[src/rtl/cnt_sampler_pkg.sv]
// Shared definitions for the counter sampler: FSM states and record field widths.
package cnt_sampler_pkg;

  localparam int unsigned DELTA_W = 8;

  typedef enum logic [1:0] {
    ST_IDLE = 2'd0,
    ST_WAIT = 2'd1,
    ST_SCAN = 2'd2
  } state_e;

  // Channel index width; a single channel still needs one bit on the stream.
  function automatic int unsigned ch_width(input int unsigned n);
    return (n > 1) ? $clog2(n) : 1;
  endfunction

  // Record layout, MSB to LSB: {ch, delta, total}.
  function automatic int unsigned rec_width(input int unsigned n, input int unsigned acc_w);
    return ch_width(n) + DELTA_W + acc_w;
  endfunction

endpackage

[src/rtl/cnt_sampler_fifo.sv]
// Synchronous first-word-fall-through FIFO; head word is zero while empty.
module cnt_sampler_fifo #(
  parameter int unsigned WIDTH = 8,
  parameter int unsigned DEPTH = 4
) (
  input  logic             clk_i,
  input  logic             rst_ni,
  input  logic             push_i,
  input  logic [WIDTH-1:0] din_i,
  input  logic             pop_i,
  output logic [WIDTH-1:0] dout_o,
  output logic             full_o,
  output logic             empty_o
);

  localparam int unsigned AW = $clog2(DEPTH);

  logic [WIDTH-1:0] mem_q [DEPTH];
  logic [AW:0]      wr_q, rd_q;
  logic             wr_en, rd_en;

  assign empty_o = (wr_q == rd_q);
  assign full_o  = (wr_q[AW] != rd_q[AW]) && (wr_q[AW-1:0] == rd_q[AW-1:0]);
  assign rd_en   = pop_i && !empty_o;
  // A full FIFO still takes a push when the head leaves in the same cycle.
  assign wr_en   = push_i && (!full_o || rd_en);
  assign dout_o  = empty_o ? '0 : mem_q[rd_q[AW-1:0]];

  always_ff @(posedge clk_i) begin
    if (!rst_ni) begin
      wr_q <= '0;
      rd_q <= '0;
    end else begin
      if (wr_en) wr_q <= wr_q + 1'b1;
      if (rd_en) rd_q <= rd_q + 1'b1;
    end
  end

  always_ff @(posedge clk_i) begin
    if (wr_en) mem_q[wr_q[AW-1:0]] <= din_i;
  end

endmodule

[src/rtl/cnt_sampler.sv]
// Periodic snapshot of NUM_CH 8-bit counters: per-channel mod-256 delta and
// saturating running total, streamed out one record per channel per period.
module cnt_sampler
  import cnt_sampler_pkg::*;
#(
  parameter int unsigned NUM_CH     = 4,
  parameter int unsigned PERIOD     = 256,
  parameter int unsigned FIFO_DEPTH = 4,
  parameter int unsigned ACC_W      = 16
) (
  input  logic                        clk,
  input  logic                        rst_n,
  input  logic [NUM_CH*8-1:0]         cnt_in,
  input  logic                        start,
  input  logic                        stop,
  output logic                        m_valid,
  input  logic                        m_ready,
  output logic [ch_width(NUM_CH)-1:0] m_ch,
  output logic [DELTA_W-1:0]          m_delta,
  output logic [ACC_W-1:0]            m_total,
  output logic                        overflow,
  output logic                        busy,
  output logic [7:0]                  drop_cnt
);

  localparam int unsigned CH_W  = ch_width(NUM_CH);
  localparam int unsigned REC_W = rec_width(NUM_CH, ACC_W);
  localparam int unsigned TMR_W = $clog2(PERIOD);

  state_e              state_q, state_d;
  logic [TMR_W-1:0]    timer_q;
  logic [CH_W-1:0]     ch_q;
  logic                stop_seen_q;
  logic [DELTA_W-1:0]  prev_q  [NUM_CH];
  logic [ACC_W-1:0]    total_q [NUM_CH];
  logic                overflow_q;
  logic [7:0]          drop_q;

  logic [DELTA_W-1:0]  cnt_a [NUM_CH];
  logic [DELTA_W-1:0]  delta;
  logic [ACC_W:0]      sum;
  logic                clip;
  logic [ACC_W-1:0]    new_total;
  logic                last_ch, period_end, scan, pop, full, empty;
  logic [REC_W-1:0]    rec_in, rec_out;

  for (genvar g = 0; g < NUM_CH; g++) begin : g_split
    assign cnt_a[g] = cnt_in[8*g +: 8];
  end

  assign scan       = (state_q == ST_SCAN);
  assign last_ch    = (ch_q == CH_W'(NUM_CH - 1));
  assign period_end = (timer_q == TMR_W'(PERIOD - 1));
  assign delta      = cnt_a[ch_q] - prev_q[ch_q];
  assign sum        = {1'b0, total_q[ch_q]} + (ACC_W+1)'(delta);
  assign clip       = sum[ACC_W];
  assign new_total  = clip ? '1 : sum[ACC_W-1:0];
  assign rec_in     = {ch_q, delta, new_total};
  assign pop        = m_valid && m_ready;

  always_comb begin
    state_d = state_q;
    case (state_q)
      ST_IDLE: if (start) state_d = ST_WAIT;
      ST_WAIT: begin
        if (stop)            state_d = ST_IDLE;
        else if (period_end) state_d = ST_SCAN;
      end
      ST_SCAN: if (last_ch) state_d = (stop_seen_q || stop) ? ST_IDLE : ST_WAIT;
      default: state_d = ST_IDLE;
    endcase
  end

  always_ff @(posedge clk) begin
    if (!rst_n) begin
      state_q     <= ST_IDLE;
      timer_q     <= '0;
      ch_q        <= '0;
      stop_seen_q <= 1'b0;
      overflow_q  <= 1'b0;
      drop_q      <= '0;
      for (int unsigned i = 0; i < NUM_CH; i++) begin
        prev_q[i]  <= '0;
        total_q[i] <= '0;
      end
    end else begin
      state_q <= state_d;
      // Timer free-runs through SCAN so snapshot starts stay PERIOD apart.
      if (state_q != ST_IDLE) timer_q <= period_end ? '0 : timer_q + 1'b1;
      case (state_q)
        ST_IDLE: if (start) begin
          timer_q    <= '0;
          overflow_q <= 1'b0;
          drop_q     <= '0;
          for (int unsigned i = 0; i < NUM_CH; i++) begin
            prev_q[i]  <= cnt_a[i];
            total_q[i] <= '0;
          end
        end
        ST_WAIT: if (period_end) begin
          ch_q        <= '0;
          stop_seen_q <= 1'b0;
        end
        ST_SCAN: begin
          prev_q[ch_q]  <= cnt_a[ch_q];
          total_q[ch_q] <= new_total;
          if (clip) overflow_q <= 1'b1;
          ch_q        <= ch_q + 1'b1;
          stop_seen_q <= stop_seen_q || stop;
          if (full && !pop && drop_q != 8'hFF) drop_q <= drop_q + 1'b1;
        end
        default: ;
      endcase
    end
  end

  cnt_sampler_fifo #(
    .WIDTH (REC_W),
    .DEPTH (FIFO_DEPTH)
  ) u_fifo (
    .clk_i   (clk),
    .rst_ni  (rst_n),
    .push_i  (scan),
    .din_i   (rec_in),
    .pop_i   (pop),
    .dout_o  (rec_out),
    .full_o  (full),
    .empty_o (empty)
  );

  assign m_valid                   = !empty;
  assign {m_ch, m_delta, m_total}  = rec_out;
  assign overflow                  = overflow_q;
  assign busy                      = (state_q != ST_IDLE);
  assign drop_cnt                  = drop_q;

endmodule

[config.mk]
export PLATFORM = sky130hd
export DESIGN_NAME = cnt_sampler
export DESIGN_NICKNAME = d
export VERILOG_FILES = /design/src/rtl/cnt_sampler_pkg.sv /design/src/rtl/cnt_sampler_fifo.sv /design/src/rtl/cnt_sampler.sv
export SDC_FILE = /design/constraint.sdc
export NUM_CORES = 1
export LEC_CHECK = 0
export CAP_MARGIN = 20
export CELL_PAD_IN_SITES_DETAIL_PLACEMENT = 0
export CELL_PAD_IN_SITES_GLOBAL_PLACEMENT = 1
export CORE_MARGIN = 2
export CORE_UTILIZATION = 48
export CTS_CLUSTER_SIZE = 25
export DETAILED_ROUTE_END_ITERATION = 16
export DONT_BUFFER_PORTS = 1
export PLACE_DENSITY_LB_ADDON = 0.2
export SLEW_MARGIN = 25
export SYNTH_ARGS = -nofsm -noshare
export SYNTH_HDL_FRONTEND = slang
export SYNTH_SLANG_ARGS = --single-unit
[constraint.sdc]
create_clock -name clk -period 4.55 [get_ports clk]
set_input_delay 0.455 -clock clk [delete_from_list [all_inputs] [get_ports clk]]
set_output_delay 0.455 -clock clk [all_outputs]
set_load 0.01 [all_outputs]
==> Word level (Yosys, flattened, before mapping) <==
Memories as Yosys holds them, arrays and structs flattened. A register that Yosys moved wholly into a read port is not among the register bits.
Index checks and enable logic that the tools add are counted.
{ "word_totals": {"register_bits": 28, "ramBits": 200, "output_inout_bits": 37, "wordCells": 118, "memories": 3} }
{ "memory_table": {"columns": ["name", "words", "word_bits", "read_ports", "rd_ports_with_merged_regs", "wr", "line_no", "source"], "rows": [
  ["u_fifo.mem_q", 4, 26, 1, 1, 1, "cnt_sampler_fifo.sv:18", "logic [WIDTH-1:0] mem_q [DEPTH];"],
  ["total_q", 4, 16, 1, 1, 4, "cnt_sampler.sv:35", "logic [ACC_W-1:0] total_q [NUM_CH];"],
  ["prev_q", 4, 8, 1, 1, 4, "cnt_sampler.sv:34", "logic [DELTA_W-1:0] prev_q [NUM_CH];"]
]} }
{ "classes": {"n_addsub": 7, "n_lt_le_gt_ge": 1, "eq_ne": 14, "mux": 55, "bitwise": 9, "reduce_logical": 21} }
{ "op_table": {"columns": ["operator", "count"], "rows": [
  ["$mux 8", 13],
  ["$mux 16", 6],
  ["$mux 2", 13],
  ["$mux 26", 1],
  ["$add 16x8->17", 1],
  ["$add 8x1->8 const B", 2],
  ["$bmux 8 s2", 1],
  ["$mux 1", 16],
  ["$pmux 8 s2", 1],
  ["$reduce_or 16->1", 1],
  ["$ne 2x2->1 const B", 5],
  ["$reduce_and 3->1", 3],
  ["$eq 8x8->1 const B", 1],
  ["$ne 8x8->1 const B", 1],
  ["$or 1x1->1", 8],
  ["$reduce_or 8->1", 1],
  ["$sub 8x8->8", 1],
  ["$add 3x1->3 const B", 2],
  ["$logic_and 1x1->1", 6],
  ["$pmux 2 s3", 1],
  ["$reduce_bool 2->1", 3],
  ["$eq 2x2->1 const B", 2],
  ["$pmux 1 s2", 2],
  ["$pmux 2 s2", 1],
  ["other kinds (12)", 15]
]} }

==> Depth between registers and ports, before layout <==
Gate-level depths: netlist (run 1).
{ "logic_depth": {"word_depth": 8, "ltp_mapped": 18} }

==> Hierarchy <==
From an unflattened synthesis (run 1), not the netlist that was laid out.
{ "hier_totals": {"cells_unflattened": 785, "area_unflattened_um2": 11028.1} }
{ "by_module_without_submodules": {"columns": ["module", "n_inst", "cells_per_inst", "area_each_um2"], "rows": [
  ["cnt_sampler", 1, 568, 6603.8],
  ["cnt_sampler_fifo", 1, 217, 4424.2]
]} }

==> Least setup slack after synthesis (run 1) <==
No wires, ideal clock.
{ "synth_timing": {"path_type": "register -> register", "startpoint": "reg with a tool-made name", "endpoint": "mem u_fifo.mem_q[0][15] (netlist bit) (data pin)", "setup_ns": 0.277, "t_arrival_ns": 4.272, "required_ns": 4.273, "slack_ns": 0.001, "stages_incl_launch_ff": 19, "n_path_buf": 3, "synth_period_minus_slack_ns": 4.549, "cell_sequence": "dfxtp_1 -> buf_6 -> buf_2 -> buf_1 -> mux4_2 -> ha_1 -> inv_1 -> fa_1 -> a21o_1 -> a21oi_1 -> o21bai_1 -> a21oi_1 -> xnor2_1 -> ha_1 -> or3_1 -> o22ai_1 -> nor3_1 -> a211oi_2 -> nor2_1"} }
{ "synth_lines": {"columns": ["element", "line_no"], "rows": [
  ["end: declaration", "cnt_sampler_fifo.sv:18"]
]} }

==> metrics.sh, run 1 <==
CHIP_WIDTH_UM=155
CLK_PIN_SLEW_WORST_SETUP_HOLD_PATHS_NS=0.06
HOLD_VIOL_FINAL=0
DIE_H_UM=155
WORST_PIN_SLEW_NS=0.919
SETUP.WORST_PATH.START_CLASS='register'
SETUP_TOTAL_NEGATIVE_SLACK_NS=0
H_TREE_LEVELS=1
CLKLATENCYLATEPIN_NS=0.52
POWER_DENSITY_mW_PER_MM2=405
AREA_ENCLOSED_BY_THE_DIE_BOUNDARY_MM2=0.0242
STATUS='finished clean'
WORST_SLEW_MARGIN_REL_PCT=38.6
POWER.IR.VDD_WORST_mV=0.193
SYN_AVG_CELL_AREA_UM2=14.3
SYNTH-EDFF-COUNT=200
POSTSYNTHCELLCOUNT=770
INITIAL_CORE_UTIL_PCT=48.8
GRT-OVFL-TOTAL=0
POSTROUTEWIRELENGTH_UM=23900
ANTENNA_FOUND_INITIAL=0
FIRST_GLOBAL_VIAS=6717
PATH_COMMON_CELL='sky130_fd_sc_hd__buf_4'
WORSTPATHBUFFERINVERTERCOUNT=3
DP_CELLS=1044
GRT_USE_TOTAL_PCT=19.8
MOST_FREQUENT_STANDARD_CELL_IN_THE_LAYOUT_EXCLUDING_FILL_AND_TAP_CELLS='sky130_fd_sc_hd__edfxtp_1'
PIN_COUNT_OF_THE_BIGGEST_NET_ENTERING_GLOBAL_ROUTING=57
WORST_PATH_DOMINANT_CELL_FAMILY='compound AO/OA/AOI/OAI gates'
SLEW_VIOLATIONS=0
SEQUENTIAL_SHARE_OF_THE_SYNTHESIZED_AREA_PCT=60.4
CRITICAL_PATH_CLASS='reg -> reg'
MAX_CLOCK_FREQ_GHz=0.230
TIMING.FINAL.CRIT_SHARE_PCT=95.5
WORST_HOLD_PATH_TYPE='in -> reg'
FILLERINSTANCES=1901
ROUTE.DETAILED.WL_PER_INST_UM=21.9
POST_SYNTH_NUM_CELL_TYPES=59
CRITICAL-PATH-MAX-STAGE-DELAY_NS=0.57
SYNTH.AREA.MUX_SHARE_PCT=12.3
DOMINANTREGCELLSYNTH='sky130_fd_sc_hd__edfxtp_1'
DRT.ANTENNA.VIOLATING_NETS=0
DRT-INITIAL-DRC-COUNT=382
YOSYS_REGISTER_BITS=232
SYNTH-SIMPLE-AREA-SHARE_PCT=9.46
WORST_SETUP_PATH_END_KIND='register'
PLACE.PORT_BUFFERS=0
ORDERED_CELL_LIST_FOR_THE_CRITICAL_PATH='buf_4, mux4_2, buf_4, ha_1, nand2b_1, nand2b_1, a21oi_1, xnor2_2, ha_1, o21ai_0, o21bai_1, o22ai_2, a211o_1, a211oi_2, buf_4, a21oi_1'
INSTANCES_NO_FILL=1091
SYNTH-XOR-AREA-SHARE_PCT=2.44
PLACEABLECOREAREA_MM2=0.0226
MOSTFREQUENTLAYOUTCELLS='sky130_fd_sc_hd__edfxtp_1 (200), sky130_fd_sc_hd__mux4_2 (58), sky130_fd_sc_hd__a21oi_1 (57), sky130_fd_sc_hd__nand2_1 (46), sky130_fd_sc_hd__nor2b_1 (35)'
MAPPEDNETLISTAREA_MM2=0.0110
TOTAL_NUMBER_OF_PLACEMENT_ROWS=55
FINALSETUPVIOLCOUNT=0
NUM_IO_PINS=74
CTSROOTBUFFERMASTER='sky130_fd_sc_hd__clkbuf_16'
POWER.LEAKAGE_nW=4.27
INSERTEDDIODECOUNT=0
CP_MAX_FANOUT=8
YOSYSWARNINGS=0
DRC=0
SYNTH_FP_NETS=835
CP.REQUIRED_NS=4.78
SHARE_OF_FINAL_LAYOUT_STANDARD_CELLS_STRONGER_THAN_DRIVE_STRENGTH_1_PCT=19.0
SYNTH_ASYNC_SR_FLOP_SHARE_PCT=0
SYN2LAYOUT_AREA_GROWTH_PCT=11.9
GRT_PASS1_WL_UM=36900
FINAL_PERIOD_MINUS_WORST_SETUP_SLACK_NS=4.35
SYNTH-ADDER-AREA-SHARE_PCT=3.32
MAX-CAP-VIOLATIONS=0
TRITONCTS='yes'
TIMING.CRITICAL_PATH.SLOWEST_STAGE_CELL='sky130_fd_sc_hd__mux4_2'
FINALNETCOUNT=854
SYNTH_COMPOUND_GATE_AREA_SHARE_PCT=9.66
GP_CONGESTION=0.876
TOTAL_NUMBER_OF_VIAS=6610
CTS_NUM_SINKS=232
CTS.PATH.MAX_BUFFERS=3
FINALCLOCKSKEW_NS=0.0163
HPWL_UM=15300
DETAIL_ROUTED_VIA_COUNT_PER_CELL=6.06
CTS_MADE_BUFFERS=25
SYNTH_TOP_FAMILY_BY_AREA='multiplexers'
DRT_PASS1_ITERATIONS=4
WORST-ENDPOINT-ARRIVAL_NS=4.58
-- metrics by stage --
step | power (mW) | util, % | setup slack (ns) | hold slack, ns | cell area (um^2)
after floorplan | 2.86 | - | 0.00147 | 0.453 | 11000
after global placement | 3.01 | 50.7 | 0.142 | 0.464 | 11400
after detailed placement | 3.03 | 50.7 | -0.00400 | 0.476 | 11400
after CTS | 5.00 | 54.2 | 0.0395 | 0.0451 | 12200
after global routing | 5.16 | 54.6 | -0.0273 | 0.0502 | 12300
final | 4.99 | 54.6 | 0.204 | 0.0611 | 12300
-- worst reg2reg max path, delay by kind of cell, from the launching register on --
family | cells | cell delay, ns
and+or+nand+nor | 2 | 0.19
AOI/OAI and AO/OA | 7 | 1.54
xor gates and xnor gates | 1 | 0.17
DFF | 1 | 0.36
muxes | 1 | 0.57
adders and majority gates | 2 | 0.65
buffers and inverters | 3 | 0.58
-- logic make-up after synthesis --
family / after synthesis
AND/OR/NAND/NOR: 199
multiplexers: 63
flip-flops: 232
AO/OA/AOI/OAI: 155
adder cells (fa/ha/maj): 28
buffers and inverters: 64
XOR/XNOR: 29
-- Yosys cell counts, types with 3 or more instances --
library cell / n / area share [%]
sky130_fd_sc_hd__a211oi_2: 3 / 0.34
sky130_fd_sc_hd__a21boi_0: 6 / 0.41
sky130_fd_sc_hd__a21o_1: 3 / 0.20
sky130_fd_sc_hd__a21oi_1: 59 / 2.7
sky130_fd_sc_hd__a22o_1: 28 / 2.2
sky130_fd_sc_hd__a31oi_1: 7 / 0.40
sky130_fd_sc_hd__and2_1: 16 / 0.91
sky130_fd_sc_hd__and3_1: 11 / 0.63
sky130_fd_sc_hd__buf_1: 4 / 0.14
sky130_fd_sc_hd__buf_2: 8 / 0.36
sky130_fd_sc_hd__clkbuf_1: 28 / 0.95
sky130_fd_sc_hd__dfxtp_1: 32 / 5.8
sky130_fd_sc_hd__edfxtp_1: 200 / 55
sky130_fd_sc_hd__ha_1: 26 / 3.0
sky130_fd_sc_hd__inv_1: 22 / 0.75
sky130_fd_sc_hd__mux2i_1: 4 / 0.36
sky130_fd_sc_hd__mux4_2: 58 / 12
sky130_fd_sc_hd__nand2_1: 47 / 1.6
sky130_fd_sc_hd__nand2b_1: 3 / 0.17
sky130_fd_sc_hd__nand3_1: 9 / 0.41
sky130_fd_sc_hd__nand4_1: 5 / 0.28
sky130_fd_sc_hd__nor2_1: 27 / 0.92
sky130_fd_sc_hd__nor2b_1: 35 / 2.0
sky130_fd_sc_hd__nor3_1: 25 / 1.1
sky130_fd_sc_hd__nor4_1: 4 / 0.23
sky130_fd_sc_hd__o211ai_1: 4 / 0.27
sky130_fd_sc_hd__o21a_1: 7 / 0.48
sky130_fd_sc_hd__o21ai_0: 17 / 0.77
sky130_fd_sc_hd__o21bai_1: 4 / 0.27
sky130_fd_sc_hd__or2_2: 3 / 0.17
sky130_fd_sc_hd__or3_1: 3 / 0.17
sky130_fd_sc_hd__xnor2_1: 14 / 1.1
sky130_fd_sc_hd__xor2_1: 14 / 1.1
-- cell type report --
cell class                 count  area, um^2  share of cell area [%]
clock buffer                  30         644                    5.23
clock inverter                14         148                    1.20
inverter                      22        82.6                   0.670
multi-input combinational    474        4160                    33.7
sequential                   232        6650                    54.0
tap                          285         357                    2.89
timing repair buffer          34         285                    2.32
-- what timing repair did --
item / CTS / global route
hold buffers: 0 / 0
gates resized for setup: 0 / 10
buffers inserted: 0 / 2
endpoints found under the setup margin: 0 / 119
-- report_power, final --
group / internal, mW / switching [mW]
combinational: 0.195 / 0.372
clock: 1.18 / 0.795
sequential: 2.43 / 0.0153
total: 3.80 / 1.18
-- layer usage --
metal	wire length (um)	part of all wire [%]	up-vias	track usage, %
li1	-	-	3027	-
met1	10700	45	3375	27.8
met2	11400	48	178	33.2
met3	1370	5.8	30	2.92
met4	335	1.4	0	4.15
met5	0	0	-	0
-- worst paths after layout --
kind,start,end,slack [ns],cells after the start
setup reg to reg,ch_q[0]$_SDFFE_PN0P_,total_q[3][11]$_SDFFCE_PN0P_,0.20,16
hold / removal,rst_n,drop_cnt[1]$_SDFFE_PN0P_,0.06,1
hold reg to reg,stop_seen_q$_SDFFE_PN0P_,stop_seen_q$_SDFFE_PN0P_,0.48,2
setup / recovery,ch_q[0]$_SDFFE_PN0P_,total_q[3][11]$_SDFFCE_PN0P_,0.20,16
-- state kept, by name, indices dropped and copies added (netlist names), named ones only --
| register | count |
|---|---|
| state_q | 2 |
| stop_seen_q | 1 |
| u_fifo.wr_q | 3 |
| total_q | 64 |
| prev_q | 32 |
| timer_q | 8 |
| ch_q | 2 |
| drop_cnt | 8 |
| overflow | 1 |
| u_fifo.rd_q | 3 |
| u_fifo.mem_q | 104 |
No activity file was read; power rests on OpenSTA's default activity.
==> run 2: changes to the inputs <==
--- a/config.mk
+++ b/config.mk
@@ -10,9 +10,11 @@
 export CELL_PAD_IN_SITES_GLOBAL_PLACEMENT = 1
 export CORE_MARGIN = 2
 export CORE_UTILIZATION = 48
+export CTS_CLUSTER_DIAMETER = 100
 export CTS_CLUSTER_SIZE = 25
 export DETAILED_ROUTE_END_ITERATION = 16
 export DONT_BUFFER_PORTS = 1
+export MAX_ROUTING_LAYER = met4
 export PLACE_DENSITY_LB_ADDON = 0.2
 export SLEW_MARGIN = 25
 export SYNTH_ARGS = -nofsm -noshare
==> metrics.sh, run 2 (synthesized netlist as in run 1, its figures left out) <==
SLEW_VIOLATIONS=0
COMB_POWER_SHARE_PCT=13.6
HPWL_UM=15300
INSERTEDDIODECOUNT=0
HOLD_VIOL_FINAL=0
MET2_USAGE_PCT=33.1
ORDERED_CELL_LIST_FOR_THE_CRITICAL_PATH='mux4_2, inv_1, ha_1, inv_1, fa_1, a21o_1, a21oi_2, o21bai_1, a21oi_2, xnor2_2, ha_2, or3_1, o22ai_4, nor4_2, a2111oi_4, buf_4, a21oi_1'
ROUTE.DETAILED.WL_PER_INST_UM=21.9
FINAL_PERIOD_MINUS_WORST_SETUP_SLACK_NS=4.31
SWSHARE_PCT=24.8
FIRST_GLOBAL_VIAS=6565
DPL_CELL_AREA_MM2=0.0114
PLACE.PORT_BUFFERS=0
H_TREE_LEVELS=1
TOTAL_NUMBER_OF_VIAS=6487
CLK_PIN_SLEW_WORST_SETUP_HOLD_PATHS_NS=0.10
GRT-BUSIEST-LAYER='met2'
DRT.ANTENNA.VIOLATING_NETS=0
MOSTFREQUENTLAYOUTCELLS='sky130_fd_sc_hd__edfxtp_1 (200), sky130_fd_sc_hd__mux4_2 (58), sky130_fd_sc_hd__a21oi_1 (57), sky130_fd_sc_hd__nand2_1 (46), sky130_fd_sc_hd__nor2b_1 (35)'
POSTROUTEWIRELENGTH_UM=23300
CRITICAL-PATH-MAX-STAGE-DELAY_NS=0.49
MOST_FREQUENT_STANDARD_CELL_IN_THE_LAYOUT_EXCLUDING_FILL_AND_TAP_CELLS='sky130_fd_sc_hd__edfxtp_1'
TOTAL_SWITCHING_POWER_mW=1.04
WORST_HOLD_PATH_TYPE='in -> reg'
GP_CONGESTION=0.892
ANTENNA_FOUND_INITIAL=0
TOTAL_NUMBER_OF_PLACEMENT_ROWS=55
PLACEABLECOREAREA_MM2=0.0226
PIN_COUNT_OF_THE_BIGGEST_NET_ENTERING_GLOBAL_ROUTING=57
MIN_DELAY_PATH_DEPTH=1
HOLD_BUFFERS=0
NUM_IO_PINS=74
CP.REQUIRED_NS=4.74
POWER_DENSITY_mW_PER_MM2=354
CP_MAX_FANOUT=6
WORST_SETUP_PATH_END_KIND='register'
SETUP.WORST_PATH.START_CLASS='register'
MAX_CLOCK_FREQ_GHz=0.232
CTS_MADE_BUFFERS=13
USE_MET1_PCT=27.5
P_INT_mW=3.16
CTS_NUM_SINKS=232
WORST-ENDPOINT-ARRIVAL_NS=4.49
CHIP_WIDTH_UM=155
WORST_PATH_DOMINANT_CELL_FAMILY='compound AO/OA/AOI/OAI gates'
POWER.IR.VDD_WORST_mV=0.170
FINALCLOCKSKEW_NS=0.0228
TIMING.CRITICAL_PATH.SLOWEST_STAGE_CELL='sky130_fd_sc_hd__mux4_2'
MIN-DELAY-START='rst_n'
INITIAL_CORE_UTIL_PCT=48.8
DRT-INITIAL-DRC-COUNT=383
DRT_PASS1_ITERATIONS=7
TRITONCTS='yes'
SHARE_OF_FINAL_LAYOUT_STANDARD_CELLS_STRONGER_THAN_DRIVE_STRENGTH_1_PCT=17.5
SETUP_TOTAL_NEGATIVE_SLACK_NS=0
MET3_USAGE_PCT=2.56
P_SEQ_SHARE_PCT=58.1
CLKPWRFRAC_PCT=28.3
CRITICAL_PATH_CLASS='reg -> reg'
GRT_USE_TOTAL_PCT=20.1
POWER.LEAKAGE_nW=4.05
CTS.PATH.MAX_BUFFERS=3
DPL_WORST_SLACK_NS=-0.00400
WORSTREG2REGSTART='ch_q[0]$_SDFFE_PN0P_'
MIN_DELAY_WORST_ENDPOINT='drop_cnt[1]$_SDFFE_PN0P_'
DIE_H_UM=155
GRT-OVFL-TOTAL=0
WORST_PIN_SLEW_NS=0.933
DRC=0
WORST_REG2REG_ENDPOINT='total_q[0][9]$_SDFFCE_PN0P_'
LARGEST_REGISTER_FF_COUNT=104
FINAL_TOTAL_POWER_mW=4.21
FINALSETUPVIOLCOUNT=0
GRT_PASS1_WL_UM=36300
CLKLATENCYLATEPIN_NS=0.49
FINALWORSTSETUPSLACK_NS=0.244
AREA_ENCLOSED_BY_THE_DIE_BOUNDARY_MM2=0.0242
FINALNETCOUNT=841
TIMING.FINAL.CRIT_SHARE_PCT=94.6
WORST_R2R_SETUP_SLACK_NS=0.24
WORST_SLEW_MARGIN_REL_PCT=37.7
CTSROOTBUFFERMASTER='sky130_fd_sc_hd__clkbuf_16'
SYN2LAYOUT_AREA_GROWTH_PCT=7.87
STATUS='finished clean'
WORSTPATHBUFFERINVERTERCOUNT=3
DESIGN_AREA_MM2=0.0119
FIN_WORST_HOLD_SLACK_NS=0.0936
MAX-CAP-VIOLATIONS=0
REG2REG_DEPTH=17
DETAIL_ROUTED_VIA_COUNT_PER_CELL=6.10
==> run 2: changes by cell type in the layout (fill, tap and decap cells not counted), sizes merged <==
cell	before	now
inv	23	24
bufinv	3	0
clkinv	10	0
clkbuf	31	16
==> run 2: area by class of cell <==
type / count / area, um^2
clock inverters: 2 / 20.0
flip-flops and latches: 232 / 6650
inverters: 22 / 82.6
multi-input cells: 474 / 4170
well taps: 285 / 357
fillers: 1941 / 10700
clock buffers: 16 / 337
repair buffers: 33 / 260
==> run 2: power groups by stage <==
stage / clock network (mW) / registers, mW / logic (mW)
3_5_place_dp: 0 / 2.49 / 0.536
5_1_grt: 1.29 / 2.45 / 0.620
4_1_cts: 1.22 / 2.44 / 0.538
2_1_floorplan: 0 / 2.49 / 0.370
6_report: 1.19 / 2.44 / 0.570
3_3_place_gp: 0 / 2.49 / 0.518
==> run 2: per-stage QoR <==
step,utilization (%),instances
after global routing,52.6,1064
after floorplan,-,770
after global placement,50.7,1044
after CTS,52.2,1062
after detailed placement,50.7,1044
final,52.6,1064
==> run 2: what timing repair did <==
item | in CTS | in global routing
gates resized for setup | 0 | 13
setup buffers | 0 | 2
endpoints found under the setup margin | 0 | 125
==> run 2: metal layers <==
layer  wire, um  vias up  share of wire (%)
met3       1470       21                6.3
li1           -     2984                  -
met1      10400     3298                 45
met4        279        0                1.2
met2      11200      184                 48
met5          0        -                  0
==> run 2: worst max-delay path by stage <==
| stage | start | endpoint | depth (start not counted) |
|---|---|---|---|
| 3_3_place_gp | cnt_in[24] | u_fifo.mem_q[0][13]$_DFFE_PP_ | 16 |
| 2_1_floorplan | register | u_fifo.mem_q[0][15]$_DFFE_PP_ | 18 |
| 5_1_grt | ch_q[0]$_SDFFE_PN0P_ | total_q[1][9]$_SDFFCE_PN0P_ | 17 |
| 3_5_place_dp | cnt_in[24] | u_fifo.mem_q[3][13]$_DFFE_PP_ | 16 |
| 6_report | ch_q[0]$_SDFFE_PN0P_ | total_q[0][9]$_SDFFCE_PN0P_ | 17 |
| 4_1_cts | ch_q[0]$_SDFFE_PN0P_ | u_fifo.mem_q[2][13]$_DFFE_PP_ | 16 |
==> RTL change 1, RTL diff (settings of run 2) <==
Put one more register stage on the output `drop_cnt`, cleared by the reset. The value now appears one clock later. The other outputs are not delayed to match.
--- a/src/rtl/cnt_sampler.sv
+++ b/src/rtl/cnt_sampler.sv
@@ -133,5 +133,11 @@
   assign overflow                  = overflow_q;
   assign busy                      = (state_q != ST_IDLE);
-  assign drop_cnt                  = drop_q;
+  always_ff @(posedge clk) begin
+    if (!rst_n) begin
+      drop_cnt <= '0;
+    end else begin
+      drop_cnt <= drop_q;
+    end
+  end
 
 endmodule
Check against the original RTL: no difference found for any inputs over 10 cycles, from zero or initial values and one cycle with rst_n low; that may be too few to reach the edited logic, so the function may still have changed.
==> RTL change 1 against run 2 <==
- area after synthesis increased by 1.2%
- sequential cell count increased by 8
- worst setup slack got worse by 0.071 ns
- final area increased by 3.8%
- non-clock buffer count increased by 25
- via count about the same
- power increased by 3.5%
- sequential share of layout area decreased by 0.75 points
- routed wire length increased by 1.4%
==> RTL change 1: results (changes against run 2) <==
| Metric | Value |
|---|---|
| Count of cell types in the netlist | `62 (+5.1%)` |
| Commonest cells post-synth | `edfxtp_1, nor2_1, mux4_2` |
| Clock Skews | `0.0175 ns (-0.00531 ns)` |
| Layout cell share with drive strength beyond 1 | `0.217 (+0.0428)` |
| Worst slew pin tran | `0.865 ns (-0.0677 ns)` |
| Hold_ws | `0.0893 ns (-0.00430 ns)` |
| Outcome | `finished, final reports clean` |
| Post-synth EDFFs | `200 (unchanged)` |
| Fraction of registers with async set/reset | `0 (unchanged)` |
| Final Net Count | `878 (+4.4%)` |
| Gr usage total | `0.202 (+0.000929)` |
| Crit-path max cell delay | `0.57 ns (+0.08 ns)` |
| Vias in the first global route | `6712 (+2.2%)` |
| Port bufs | `0 (unchanged)` |
| Family with the most delay on the worst path | `simple AND/OR/NAND/NOR gates` |
| Final setup violation count | `0 (unchanged)` |
| Detailed Route WL | `23600 µm (+1.4%)` |
| WP data arrival | `4.61 ns (+0.12 ns)` |
| DR vias/cell | `5.88 (-3.5%)` |
| Top cells by area, synth | `edfxtp_1, mux4_2, dfxtp_1` |
| First-pass DRT Iterations | `5 (-2)` |
| Fillers | `1864 (-4.0%)` |
| Max clock buf depth | `3 (unchanged)` |
| Drt first-iter violations | `478 (+25%)` |
| Dpl hpwl | `15700 µm (+2.6%)` |
| Critical path peak fanout | `7 (+1)` |
| First-pass GRT wire length | `36800 µm (+1.4%)` |
| Max IR drop VDD | `237 µV (+40%)` |
| Min-Delay Path Class | `in -> reg` |
| Pin count of the biggest net entering global routing | `33 (-42%)` |
| Seq/Total Area, Yosys | `0.611 (+0.00698)` |
| Lkg Pwr | `4.25 nW (+5.1%)` |
| Syn_nets | `843 (+0.96%)` |
| RePlAce Congestion | `0.872 (-2.2%)` |
| Reg2reg setup slack | `0.17 ns (-0.07 ns)` |
-- RTL change 1: cell count changes after synthesis, sizes merged, moves of 8 or more --
| cell | before | now |
|---|---|---|
| nor2 | 27 | 60 |
| a21oi | 59 | 30 |
| and2 | 16 | 28 |
| nor3 | 25 | 14 |
| dfxtp | 32 | 40 |
| inv | 22 | 30 |
-- RTL change 1: cell type report --
cell class	instances	area share
Clock inverter	1	0.000914
Tap cell	285	0.0289
Multi-Input combinational cell	470	0.344
Timing Repair Buffer	58	0.0359
Clock buffer	20	0.0285
Inverter	30	0.00914
Sequential cell	240	0.553
-- RTL change 1: worst paths after layout --
path / from / endpoint / depth (start not counted)
worst max-delay path: ch_q[0] / total_q[1][0] / 16
worst min-delay path: rst_n / timer_q[0] / 1
worst max register to register: ch_q[0] / total_q[1][0] / 16
worst min register to register: stop_seen_q / stop_seen_q / 2
-- RTL change 1: where the power goes --
part / leakage [nW] / total (mW) / internal, mW / switching (mW)
Combinational: 1.77 / 0.623 / 0.258 / 0.365
Sequential: 2.31 / 2.51 / 2.50 / 0.0156
Clock: 0.175 / 1.22 / 0.546 / 0.672
Total: 4.25 / 4.35 / 3.30 / 1.05
-- RTL change 1: cell families (layout without fill, tap and decap cells) --
kind of cell    count (synthesis)  after routing  share of synthesized area
fa+ha+maj                      28             28                     0.0328
mux                            63             63                      0.121
xor+xnor                       34             34                     0.0320
buf+inv                        68            109                     0.0247
simple gates                  227            227                      0.105
compound gates                118            118                     0.0734
flops                         240            240                      0.611
-- RTL change 1: what timing repair did --
action / 4_1_cts / 5_1_grt
buffers inserted: 0 / 6
resized for setup: 3 / 32
pin swaps: 1 / 5
setup endpoints to repair: 10 / 121
cloned: 0 / 0
-- RTL change 1: routing by layer --
| layer | vias up | global-route usage | wire length, µm |
|---|---|---|---|
| li1 | 3014 | - | - |
| met1 | 3258 | 0.270 | 10600 |
| met2 | 193 | 0.333 | 11300 |
| met3 | 28 | 0.0332 | 1420 |
| met4 | 0 | 0.0376 | 280 |
| met5 | - | - | 0 |
-- RTL change 1: stage by stage --
| stage | setup TNS, ns | instance area, µm² | total power [mW] | std cells | worst slack [ns] |
|---|---|---|---|---|---|
| after detailed placement | -2.24 | 11800 | 3.14 | 1077 | -0.119 |
| after CTS | 0 | 12100 | 4.35 | 1098 | 0.00558 |
| after floorplan | 0 | 11200 | 2.92 | 778 | 0.0251 |
| after global placement | -21.41 | 11800 | 3.11 | 1077 | -0.352 |
| after global routing | -0.00786 | 12300 | 4.53 | 1104 | -0.00647 |
| final | 0 | 12300 | 4.35 | 1104 | 0.173 |
==> RTL change 2, RTL diff (flow settings as in run 2) <==
Made on the original files. `NUM_CH`: 4 -> 8.
--- a/src/rtl/cnt_sampler.sv
+++ b/src/rtl/cnt_sampler.sv
@@ -4,5 +4,5 @@
   import cnt_sampler_pkg::*;
 #(
-  parameter int unsigned NUM_CH     = 4,
+  parameter int unsigned NUM_CH     = 8,
   parameter int unsigned PERIOD     = 256,
   parameter int unsigned FIFO_DEPTH = 4,
Ports: changed (resized cnt_in and m_ch); port bits go from 74 to 107. No check against the original RTL was run, so the function may have changed too.
==> RTL change 2 against run 2 <==
- the flow now finishes with violations (setup timing)
- synthesized cell count is 47% higher
- routed wire length grew 62%
- worst setup slack got worse by 0.34 ns
- final area rose by 52%
- clock power increased by 42%
- sequential cell count up 102
- area after synthesis is 43% higher
- power is 48% higher
- critical endpoint is now total_q[4][7]
- largest power group unchanged
==> RTL change 2: results (changes against run 2) <==
| Metric | Value |
|---|---|
| First-pass GRT wire length | `57100 µm (+57%)` |
| Setup slack at placement | `-0.168 ns (-0.164 ns)` |
| Min-Delay Path Class | `in -> reg` |
| Layout cell share with drive strength beyond 1 | `0.279 (+0.105)` |
| Compound-Gate Fraction of Synth Area | `0.0496 (-0.0471)` |
| Most flop-heavy register | `total_q` |
| Outcome | `complete, but fails checks` |
| Top cells by area, synth | `edfxtp_1, mux4_2, dfxtp_1` |
| Clock Skews | `0.0276 ns (+0.00473 ns)` |
| Setup_tns | `-1.76 ns (-1.76 ns)` |
| Post-cts sizing count | `9 (+9)` |
| First-pass DRT Iterations | `5 (-2)` |
| Post-CTS setup buffer count | `3 (+3)` |
| Fillers | `2722 (+40%)` |
| Max IR drop VDD | `216 µV (+27%)` |
| Final setup violation count | `46 (+46)` |
| Lkg Pwr | `6.24 nW (+54%)` |
| Worst setup path end | `total_q[4][7]` |
| Dpl hpwl | `25000 µm (+63%)` |
| Worst skew pair latency | `0.53 ns (+0.04 ns)` |
| Internal power | `4.65 mW (+47%)` |
| Adder-Cell Fraction of Synth Area | `0.0217 (-0.0115)` |
| Commonest cells post-synth | `edfxtp_1, nor2_1, mux4_2, nand2_1, o21ai_0` |
| Gr usage total | `0.230 (+0.0287)` |
| FF-to-FF path depth | `20 (+3)` |
| Mux share of post-synthesis cell area | `0.154 (+0.0303)` |
| Detailed Route WL | `37800 µm (+62%)` |
| Pin count of the biggest net entering global routing | `49 (-14%)` |
| Critical path peak fanout | `8 (+2)` |
| Max reg flops | `128 (+23%)` |
| RePlAce Congestion | `0.830 (-6.9%)` |
| Crit-path max cell delay | `0.53 ns (+0.04 ns)` |
| Ant. Diodes | `0 (unchanged)` |
| Count of cell types in the netlist | `62 (+5.1%)` |
| Vias post-DR | `9568 (+47%)` |
| CTS Buf Count | `17 (+4)` |
| Syn_nets | `1224 (+47%)` |
| Xor-xnor portion of the synthesized cell area | `0.0182 (-0.00619)` |
| Drt first-iter violations | `737 (+92%)` |
| Worst slew pin tran | `1.01 ns (+0.0793 ns)` |
| Failing checks | `setup timing` |
| Crit. Startpoint | `ch_q[1]` |
| Post-synth EDFFs | `300 (+50%)` |
| Worst Slack Setup Final | `-0.0985 ns (-0.342 ns)` |
| Final Net Count | `1313 (+56%)` |
| Seq/Total Area, Yosys | `0.617 (+0.0132)` |
| WP data arrival | `4.92 ns (+0.43 ns)` |
| Ys Warns | `0 (unchanged)` |
-- RTL change 2: cell count changes in the layout (fill, tap and decap cells not counted), moves of 29 or more --
cell,run 2,this run
nand2_1,46,86
a21oi_1,57,18
edfxtp_1,200,300
mux4_2,58,87
o21ai_0,17,59
buf_4,32,97
nor2_1,27,128
-- RTL change 2: power groups by stage --
stage / registers (mW) / clock network (mW) / logic, mW
after floorplan: 3.60 / 0 / 0.512
after global placement: 3.61 / 0 / 0.787
after detailed placement: 3.61 / 0 / 0.801
after CTS: 3.54 / 1.73 / 0.833
after global routing: 3.55 / 1.82 / 1.09
final: 3.54 / 1.69 / 1.01
-- RTL change 2: stage by stage --
step | instances | hold WS, ns | instance area, µm²
6_report | 1671 | 0.0493 | 18100
3_5_place_dp | 1609 | 0.477 | 17000
5_1_grt | 1671 | 0.0377 | 18100
4_1_cts | 1642 | 0.0295 | 17600
2_1_floorplan | 1129 | 0.453 | 16000
3_3_place_gp | 1609 | 0.471 | 17000
-- RTL change 2: layout make-up --
cell class              count  area share
repair buffers            125      0.0620
clock inverters             2     0.00138
well taps                 442      0.0306
inverters                  33     0.00740
flip-flops and latches    334       0.536
multi-input cells         707       0.337
clock buffers              28      0.0258
-- RTL change 2: per-layer routing --
metal  vias up  part of all wire  global-route usage
met1      4861              0.44               0.319
met4         0             0.015              0.0384
met2       282              0.48               0.369
met5         -                 0                   -
li1       4390                 -                   -
met3        35             0.060              0.0358
-- RTL change 2: worst min-delay path by stage --
stage	startpoint	endpoint
finish	rst_n	state_q[1]
global route	rst_n	state_q[1]
CTS	rst_n	state_q[1]
detailed placement	stop_seen_q	stop_seen_q
global placement	stop_seen_q	stop_seen_q
floorplan	stop_seen_q	stop_seen_q
